===== config.mk =====
export PLATFORM = sky130hd
export DESIGN_NAME = rr_arbiter4
export DESIGN_NICKNAME = d
export VERILOG_FILES = /design/src/rtl/rr_arbiter_pkg.sv /design/src/rtl/rr_pick4.sv /design/src/rtl/rr_arbiter4.sv
export SDC_FILE = /design/constraint.sdc
export NUM_CORES = 1
export LEC_CHECK = 0
export ABC_AREA = 1
export CORE_AREA = 4 4 49 51
export DETAILED_ROUTE_END_ITERATION = 8
export DIE_AREA = 0 0 53 55
export PLACE_DENSITY = 0.72
export RECOVER_POWER = 25
export REMOVE_ABC_BUFFERS = 1
export SLEW_MARGIN = 15
export SYNTH_ARGS = -nofsm -noshare
export SYNTH_HDL_FRONTEND = slang
export SYNTH_HIERARCHICAL = 1
export SYNTH_SLANG_ARGS = --single-unit

===== constraint.sdc =====
create_clock -name clk -period 4.35 [get_ports clk]
set_clock_uncertainty 0.2 [all_clocks]
set_input_delay 0.6525 -clock clk [delete_from_list [all_inputs] [get_ports clk]]
set_output_delay 0.6525 -clock clk [all_outputs]
set_load 0.005 [all_outputs]

===== src/rtl/rr_arbiter_pkg.sv =====
// Shared types and constants for the four-requester round-robin arbiter.
// Latency: n/a (declarations and pure helper functions only).
// Backpressure: n/a.
package rr_arbiter_pkg;

    localparam int NUM_REQ = 4;
    localparam int IDX_W   = 2;
    localparam int HOLD_W  = 4;

    // Saturation ceiling of the hold counter.
    localparam logic [HOLD_W-1:0] HOLD_SAT = {HOLD_W{1'b1}};

    typedef enum logic {
        IDLE  = 1'b0,
        GRANT = 1'b1
    } arb_state_t;

    // Next index in round-robin order; wraps naturally at the index width.
    function automatic logic [IDX_W-1:0] idx_inc(input logic [IDX_W-1:0] i);
        return i + IDX_W'(1);
    endfunction

    // Hold counter increment that sticks at the ceiling instead of wrapping.
    function automatic logic [HOLD_W-1:0] hold_sat_inc(input logic [HOLD_W-1:0] c);
        return (c == HOLD_SAT) ? c : c + HOLD_W'(1);
    endfunction

endpackage


===== src/rtl/rr_pick4.sv =====
// Rotating-priority picker: first set req bit scanning ptr, ptr+1, ptr+2, ptr+3 (mod 4).
// Latency: purely combinational, zero cycles.
// Backpressure: none; the result is consumed by the arbiter in the same cycle.
module rr_pick4
    import rr_arbiter_pkg::*;
(
    input  logic [NUM_REQ-1:0] req,
    input  logic [IDX_W-1:0]   ptr,
    output logic [IDX_W-1:0]   idx,
    output logic               any
);

    logic [IDX_W-1:0] cand;
    logic             found;

    // Walk the four candidates starting at ptr; the first requesting one wins.
    always_comb begin
        idx   = '0;
        any   = |req;
        cand  = '0;
        found = 1'b0;
        for (int k = 0; k < NUM_REQ; k++) begin
            cand = ptr + IDX_W'(k);
            if (!found && req[cand]) begin
                idx   = cand;
                found = 1'b1;
            end
        end
    end

endmodule


===== src/rtl/rr_arbiter4.sv =====
// Round-robin arbiter driving the 2-to-4 decoder select (s) and enable (e); break-before-make.
// Latency: one cycle from req sampled in IDLE to s/e valid; one cycle from release to e=0.
// Backpressure: owner holds until done, request drop or MAX_HOLD expiry; others wait their turn.
module rr_arbiter4
    import rr_arbiter_pkg::*;
#(
    parameter int unsigned MAX_HOLD = 8
)(
    input  logic               clk,
    input  logic               rst_n,
    input  logic [NUM_REQ-1:0] req,
    input  logic               done,
    output logic [IDX_W-1:0]   s,
    output logic               e
);

    // A limit of zero disables expiry altogether.
    localparam logic [HOLD_W-1:0] HOLD_LIMIT = HOLD_W'(MAX_HOLD);
    localparam bit                HOLD_ON    = (MAX_HOLD != 0);

    arb_state_t        state_q, state_d;
    logic [IDX_W-1:0]  ptr_q,   ptr_d;
    logic [HOLD_W-1:0] hold_q,  hold_d;
    logic [IDX_W-1:0]  s_q,     s_d;
    logic              e_q,     e_d;

    logic [IDX_W-1:0]  pick_idx;
    logic              pick_any;
    logic              expired;
    logic              release_now;

    rr_pick4 u_pick (
        .req (req),
        .ptr (ptr_q),
        .idx (pick_idx),
        .any (pick_any)
    );

    // Any one of the three causes releases once; coincident causes collapse into a single release.
    always_comb begin
        expired     = HOLD_ON && (hold_q == HOLD_LIMIT);
        release_now = done || !req[s_q] || expired;
    end

    // Next-state and output-register decode; s is only rewritten on an IDLE pick, so it is stable while e=1.
    always_comb begin
        state_d = state_q;
        ptr_d   = ptr_q;
        hold_d  = hold_q;
        s_d     = s_q;
        e_d     = e_q;
        unique case (state_q)
            IDLE: begin
                if (pick_any) begin
                    s_d     = pick_idx;
                    e_d     = 1'b1;
                    hold_d  = HOLD_W'(1);
                    state_d = GRANT;
                end else begin
                    e_d     = 1'b0;
                end
            end
            GRANT: begin
                if (release_now) begin
                    e_d     = 1'b0;
                    ptr_d   = idx_inc(s_q);
                    hold_d  = '0;
                    state_d = IDLE;
                end else begin
                    hold_d  = hold_sat_inc(hold_q);
                end
            end
            default: begin
                e_d     = 1'b0;
                hold_d  = '0;
                state_d = IDLE;
            end
        endcase
    end

    // State, pointer, counter and output registers; reset drops the grant without waiting for a clock.
    always_ff @(posedge clk or negedge rst_n) begin
        if (!rst_n) begin
            state_q <= IDLE;
            ptr_q   <= '0;
            hold_q  <= '0;
            s_q     <= '0;
            e_q     <= 1'b0;
        end else begin
            state_q <= state_d;
            ptr_q   <= ptr_d;
            hold_q  <= hold_d;
            s_q     <= s_d;
            e_q     <= e_d;
        end
    end

    assign s = s_q;
    assign e = e_q;

endmodule

Yosys cells after proc, flatten, opt, wreduce, memory -nomap -nowiden
Cells that the tools add are included.
Word-level totals
  register bits: 10
  latch bits: 0
  memory bits (writable): 0
  bits in read-only memories: 0
  output and inout port bits: 3
  word-level logic and storage cells: 60
  memories kept: 0
Cells by class
  add/subtract/negate cells: 5
  $mul: 0
  div/mod/pow operators: 0
  $lt $le $gt $ge: 5
  equal/unequal tests: 5
  shift-type cells: 0
  mux-type cells: 26
  bitwise gates (word level): 1
  reduce and logical (&&, ||, !) cells: 13
Operators with widths (number)
  $lt A2 B3 Y1 const B: 5
  $mux W4: 3
  $mux W1: 11
  $bmux W1 S2: 5
  $eq A4 B4 Y1 const B: 2
  $mux W2: 4
  $pmux W4 S2: 1
  $reduce_and A2 Y1: 3
  $add A2 B1 Y2 const B: 2
  $add A2 B2 Y2 const B: 2
  $add A4 B1 Y4 const B: 1
  $logic_not A1 Y1: 4
  $pmux W1 S2: 2
  $reduce_or A4 Y1: 1
  $logic_and A1 B1 Y1: 3
  $ne A3 B3 Y1 const B: 1
  $logic_or A1 B1 Y1: 2
  $ne A2 B1 Y1 const B: 1
  $ne A2 B2 Y1 const B: 1
  $not A1 Y1: 1

Longest topological paths before layout
Gate-level depths: netlist (run 1).
  depth after elaboration: 12
  depth in mapped cells: 13
  mapped depth without buffers: 12

Hierarchy
The synthesis (run 1) kept the hierarchy.
Modules (own cells, without submodules)
  rr_arbiter4: instances 1, cells an instance 72, area an instance 580.6 um^2
  rr_pick4: instances 1, cells an instance 53, area an instance 269.0 um^2

Worst setup path after synthesis (run 1)
Ideal clock, no wire load.
  kind: input to register
  start: in req[3]
  end: reg s_q[0] (netlist: s[0])
  arrival: 1319 ps
  required time: 4027 ps
  slack: 2708 ps
  stages on the path: 10
  path through: inv_1 -> nand2_1 -> nand3_1 -> nand2_2 -> nor2_4 -> nand2_1 -> nand3_1 -> nand2_1 -> nor2_1 -> a21oi_1
Between the ends
  cells in the longest elaborated chain, start to end: 12
  elaborated cells between the ends (all ways): 23
Ends and longest elaborated chain
  start, declared: RTL line rr_arbiter4.sv:11  | input logic [NUM_REQ-1:0] req,
  $bmux W1 S2: RTL line rr_pick4.sv:24  | if (!found && req[cand]) begin
  $mux W1 (not written as such): RTL line rr_pick4.sv:24
  $mux W1: RTL line rr_pick4.sv:24
  $logic_not A1 Y1: RTL line rr_pick4.sv:24
  $logic_and A1 B1 Y1: RTL line rr_pick4.sv:24
  $mux W1: RTL line rr_pick4.sv:24
  $logic_not A1 Y1: RTL line rr_pick4.sv:24
  $logic_and A1 B1 Y1: RTL line rr_pick4.sv:24
  $mux W1: RTL line rr_pick4.sv:24
  $logic_not A1 Y1: RTL line rr_pick4.sv:24
  $logic_and A1 B1 Y1: RTL line rr_pick4.sv:24
  $mux W2 (*): RTL line rr_pick4.sv:24
  via pick_idx[0]: RTL line rr_arbiter4.sv:27  | logic [IDX_W-1:0] pick_idx;
  end signal, assigned: RTL line rr_arbiter4.sv:87  | s_q <= '0;
  end signal, assigned: RTL line rr_arbiter4.sv:93  | s_q <= s_d;
  end, declared: RTL line rr_arbiter4.sv:24  | logic [IDX_W-1:0] s_q, s_d;
The timed path passes the listed nets; every way through them passes the cells marked *. The select of a mux whose other input is x is not followed.
A chain may end at the register's enable or synchronous reset.

Worst setup path in the final report (run 1)
  start: reg s_q[0] (netlist: s[0])
  end: out s[0]
RTL lines
  end, declared: RTL line rr_arbiter4.sv:13  | output logic [IDX_W-1:0] s,
No word-level cell between the ends.

==> out/results.ini, run 1 <==
[run_status]
outcome = complete, no violations

[clocking]
cts.htree.levels = 1
cts.sink_count = 10
cts_buffers = 3
ctsLongestPathBuffers = 2
holdBufCountCts = 0
clkLatencyLatePin_ns = 0.26
cts_resized = 0
clk_pin_slew_ns = 0.06
post_cts.repair.setup_buffers = 0
cts_tree = built
cts_root_buffer = clkbuf_4

[drt]
drt_iter0_markers = 27
post_drt_wl_per_cell_um = 10.1
num_vias = 805
via_per_inst = 4.94
route.detailed.drc = 0
drt_pre_antenna_iters = 4
drt-total-wl_um = 1650
antenna_left = 0

[critical_path]
r2r-start = ptr_q[0]
endpoint = s[0]
cp.depth = 1
rrSetupSlack_ns = 2.59
critPathCaptureType = primary output
critPathMaxFanout = 6
path_buf_inv = 1
cpMaxStageDelayCell = clkdlybuf4s50_1
ff2ff_path_depth = 9
cp_top_family = buffers and inverters
r2r-end = s[0]
slowest_delay_ns = 0.55
crit_start = s[0]
required_ns = 3.50
critPathKind = reg -> out
worstPathArrival_ns = 1.28
worstSetupStartpointType = register
crit_chain = clkdlybuf4s50_1

[timing]
slew_viol_final = 0
fmax_mhz = 468
finalCriticalPeriod_ns = 2.14
fin_crit_sh = 0.491
rsz0062_at_grt = no
totalNegativeSetupSlack_ns = 0
hold_viol = 0
maxSlewHeadroom = 0.688
setup_ws_ns = 2.21
worst_pin_slew_ns = 0.466
setup_viol = 0
fin_hold_ws_ns = 0.280

[floorplan]
core_area_um2 = 1940
rows = 16
die_h_um = 55
io_pins = 10
initial_core_util = 0.438
die_w_um = 53
dieArea_um2 = 2920

[synth]
yosysTopAreaCell = dfrtp_1
async_reset_ff_frac = 1.00
synth_flop_cell = dfrtp_1
avgSynthCellArea_um2 = 6.80
post-synth-top-count-cell = nand2_1
synth_top_area_frac = 0.295
syn-instance-count = 125
netlist_area_um2 = 850
ys_types = 24
ys_top_cells_by_count = nand2_1, nand2_2, nand3_1, dfrtp_1, inv_1
synth-edff-count = 0
yosys_warnings = 6
synth_seq_cells = 10
synth_seq_area_share = 0.295
synth_area_leaders = dfrtp_1, nand2_1, nand2_2

[run]
maxCapViolations = 0

[global_routing]
grt_max_degree = 12
grt_pass1_vias = 712
grt_antenna_before_repair = 0
grt_usage = 0.134
overflow = 0
grt_pass1_wl_um = 2890

[power]
clockPowerShare = 0.092
pwr-share-comb = 0.615
p_leak_nw = 0.522
p_int_uw = 327
peakVddDrop_mv = 0.371
p_sw_frac = 0.510
p_switching_uw = 340
powerDensity_nw_per_um2 = 678
seqPwrFrac = 0.293
total_power_uw = 667

[final_layout]
area_delta_synth_final_pct = 15.9
finalNetCount = 147
diodes = 0
utilization = 0.507
drive_above_1_share = 0.221

[placement]
port_buffers = 9
post-place-ws_ns = 2.06
place_hpwl_um = 1330
gp_congestion = 0.794

[worst_hold_path]
hold_start = e
hp-class = reg -> reg

==> kinds of logic after synthesis <==
kind of cell | synth area share
flops | 0.295
simple gates | 0.498
fa+ha+maj | 0.0295
buf+inv | 0.100
compound gates | 0.0574
xor+xnor | 0.0206
==> worst min-delay path, cell delays in order, from the launching register on <==
cell and delay (ns):
dfrtp_1 0.35, nand2_1 0.05, nand2_1 0.05
==> worst min path at each step <==
stage	to	slack (ns)	cells after the start
after detailed placement	e	0.27	2
final	e	0.28	2
after CTS	e	0.28	2
after global routing	e	0.31	2
after global placement	e	0.26	2
after floorplan	e	0.16	0
==> routing by layer <==
| metal | up-vias | track usage | part of all wire |
|---|---|---|---|
| li1 | 424 | - | - |
| met1 | 359 | 0.200 | 0.53 |
| met2 | 20 | 0.194 | 0.42 |
| met3 | 2 | 0.0161 | 0.042 |
| met4 | 0 | 0.0511 | 0.013 |
| met5 | - | 0 | 0 |
==> registers in the layout, summed over array words and instances (netlist names) <==
| signal | count |
|---|---|
| ptr_q | 2 |
| hold_q | 4 |
| s | 2 |
| e | 1 |
| state_q | 1 |
==> area by class of cell <==
class | instances | area (um2)
Clock buffer | 3 | 22.5
Fill cell | 205 | 957
Sequential cell | 10 | 250
Multi-Input combinational cell | 96 | 514
Inverter | 18 | 73.8
Timing Repair Buffer | 9 | 90.1
Tap cell | 27 | 33.8
==> power groups by stage <==
stage               combinational [mW]  clock [mW]  sequential (mW)
floorplan                        0.321           0            0.186
global placement                 0.403           0            0.196
detailed placement               0.411           0            0.197
CTS                              0.414      0.0643            0.195
global route                     0.470      0.0669            0.206
finish                           0.410      0.0614            0.196
==> metrics by stage <==
step | cells | area, um2
CTS | 163 | 985
global placement | 160 | 962
floorplan | 124 | 838
finish | 163 | 985
global route | 163 | 985
detailed placement | 160 | 962
==> placed cells by master, fill, tap and decap left out, types with 2 or more instances in the layout <==
master	n
a21oi_1	2
nand2_4	2
ha_1	2
nand3_2	2
clkbuf_4	3
inv_2	6
o21ai_1	3
nor2_1	6
nand4_1	4
nand3_1	13
dfrtp_1	10
nand2_2	13
clkdlybuf4s50_1	8
o21ai_0	2
nand2_1	40
inv_1	10
(Power assumes the default switching activity.)
==> run 2, diff against run 1 <==
- PLACE_DENSITY: 0.72 -> 0.74
- clock period: 4.35 -> 1.9 ns (I/O delays scaled with it)
==> run 2 against run 1 <==
Cell area increased by 1.7%. Setup slack got worse by 2.1 ns. Register-to-register slack got worse by 2.3 ns. Via count decreased by 1.4%. Die area unchanged. Largest power group unchanged. Critical endpoint unchanged. Critical path depth unchanged. Hold slack got worse by 0.070 ns. Non-clock buffer count increased by 2. Power increased by 130%. Global-route usage decreased by 0.19 points. Count of clock-buffer cells in the layout unchanged. Combinational power increased by 140%.
==> out/results.ini, run 2 (synthesis results as in run 1) <==
[clocking]
cts_tree = built  ; unchanged
clkLatencyLatePin_ns = 0.25  ; was 0.26 ns
cts.htree.levels = 1  ; unchanged
ctsLongestPathBuffers = 2  ; unchanged
post_cts.repair.setup_buffers = 0  ; unchanged
cts_buffers = 3  ; unchanged
clk_pin_slew_ns = 0.06  ; about the same
cts_root_buffer = clkbuf_4  ; unchanged
cts.sink_count = 10  ; unchanged

[global_routing]
overflow = 0  ; unchanged
grt_max_degree = 12  ; unchanged
grt_pass1_wl_um = 2900  ; was 2890 um
grt_antenna_before_repair = 0  ; unchanged
grt_pass1_vias = 675  ; was 712
grt_usage = 0.132  ; was 0.134

[floorplan]
dieArea_um2 = 2920  ; unchanged
die_h_um = 55  ; unchanged
core_area_um2 = 1940  ; unchanged
io_pins = 10  ; unchanged
die_w_um = 53  ; unchanged
initial_core_util = 0.438  ; unchanged
rows = 16  ; unchanged

[power]
p_sw_frac = 0.507  ; was 0.510
p_int_uw = 765  ; was 327 uW
powerDensity_nw_per_um2 = 1550  ; was 678 nW/um2
total_power_mw = 1.55  ; was 667 uW
p_leak_nw = 0.530  ; was 0.522 nW
clockPowerShare = 0.086  ; was 0.092
seqPwrFrac = 0.292  ; was 0.293
peakVddDrop_mv = 0.710  ; was 0.371 mV
p_switching_uw = 787  ; was 340 uW
pwr-share-comb = 0.622  ; was 0.615

[final_layout]
multi_input_area_um2 = 514  ; unchanged
regMostFlops = hold_q  ; unchanged
area_delta_synth_final_pct = 17.8  ; was 15.9%
stdcell_count = 165  ; was 163
num-fill-cells = 204  ; was 205
largest_register_ffs = 4  ; unchanged
mostFrequentLayoutCells = nand2_1, nand3_1, nand2_2, inv_1, dfrtp_1  ; unchanged
diodes = 0  ; unchanged
fin_area_um2 = 1000  ; was 985 um2
mostFrequentLayoutCell = nand2_1  ; unchanged
finalNetCount = 149  ; was 147
drive_above_1_share = 0.239  ; was 0.221
regArea_um2 = 251  ; was 250 um2

[placement]
place_hpwl_um = 1360  ; was 1330 um
gp_congestion = 0.816  ; was 0.794
post_dp_cell_area_um2 = 977  ; was 962 um2
place_inst = 162  ; was 160
port_buffers = 9  ; unchanged

[drt]
post_drt_wl_per_cell_um = 10.1  ; about the same
num_vias = 794  ; was 805
route.detailed.drc = 0  ; unchanged
drt_iter0_markers = 17  ; was 27
via_per_inst = 4.81  ; was 4.94
drt_pre_antenna_iters = 4  ; unchanged
drt-total-wl_um = 1660  ; was 1650 um
antenna_left = 0  ; unchanged

[worst_hold_path]
hp-class = in -> async  ; was reg -> reg

[critical_path]
slowest_delay_ns = 0.55  ; about the same
r2r-end = s[0]  ; unchanged
r2r-start = ptr_q[0]  ; unchanged
critPathCaptureType = primary output  ; unchanged
ff2ff_path_depth = 10  ; was 9
path_buf_inv = 1  ; unchanged
crit_chain = clkdlybuf4s50_1  ; unchanged
worstSetupStartpointType = register  ; unchanged
rrSetupSlack_ns = 0.27  ; was 2.59 ns
cpMaxStageDelayCell = clkdlybuf4s50_1  ; unchanged
cp_top_family = buffers and inverters  ; unchanged
critPathMaxFanout = 6  ; unchanged
worstPathArrival_ns = 1.26  ; was 1.28 ns
required_ns = 1.41  ; was 3.50 ns
critPathKind = reg -> out  ; unchanged

[run]
maxCapViolations = 0  ; unchanged

[timing]
rsz0062_at_grt = no  ; unchanged
hold_viol = 0  ; unchanged
totalNegativeSetupSlack_ns = 0  ; unchanged
slew_viol_final = 0  ; unchanged
fin_crit_sh = 0.921
maxSlewHeadroom = 0.704  ; was 0.688
finalCriticalPeriod_ns = 1.75
setup_viol = 0  ; unchanged
fin_hold_ws_ns = 0.210  ; was 0.280 ns
worst_pin_slew_ns = 0.443  ; was 0.466 ns
fmax_mhz = 571

[run_status]
outcome = complete, no violations  ; unchanged

[run 2: cell count changes in the layout (fill, tap and decap cells not counted)]
cell,before,now
dfrtp_1,10,9
dfrtp_2,0,1
buf_4,0,2
[run 2: worst max-delay path by stage]
stage               startpoint  endpoint  slack (ns)  cells past startpoint
floorplan             ptr_q[0]      s[0]        0.34                      9
global placement        req[1]      s[0]        0.02                     10
detailed placement      req[3]      s[0]       0.003                     11
CTS                       s[0]      s[0]        0.13                      1
global route              s[0]      s[0]        0.09                      1
finish                    s[0]      s[0]        0.15                      1
[run 2: area by class of cell]
cell class	instances	area share
multi-input combinational	96	0.514
sequential	10	0.251
timing repair buffer	11	0.105
inverter	18	0.0738
tap	27	0.0338
clock buffer	3	0.0225
[run 2: power by group through the flow]
| stage | logic [mW] | clock network, mW | registers, mW |
|---|---|---|---|
| finish | 0.965 | 0.134 | 0.453 |
| global route | 1.09 | 0.151 | 0.474 |
| floorplan | 0.734 | 0 | 0.425 |
| global placement | 0.942 | 0 | 0.451 |
| CTS | 0.970 | 0.139 | 0.453 |
| detailed placement | 0.962 | 0 | 0.456 |
[run 2: repair_timing]
action / CTS / global route
setup endpoints to repair: 0 / 1
hold buffers: 0 / 0
gates resized for setup: 0 / 1
[run 2: routing by layer]
layer	routed length [um]	part of all wire	GRT usage
met5	0	0	0
met4	0	0	0.0255
met3	78	0.047	0.0268
met2	685	0.41	0.178
met1	896	0.54	0.211
[run 2: through the flow]
step / util / setup slack, ns
2_1_floorplan: - / 0.336
3_3_place_gp: 0.503 / 0.0217
3_5_place_dp: 0.503 / 0.00348
4_1_cts: 0.515 / 0.131
5_1_grt: 0.515 / 0.0880
6_report: 0.515 / 0.150
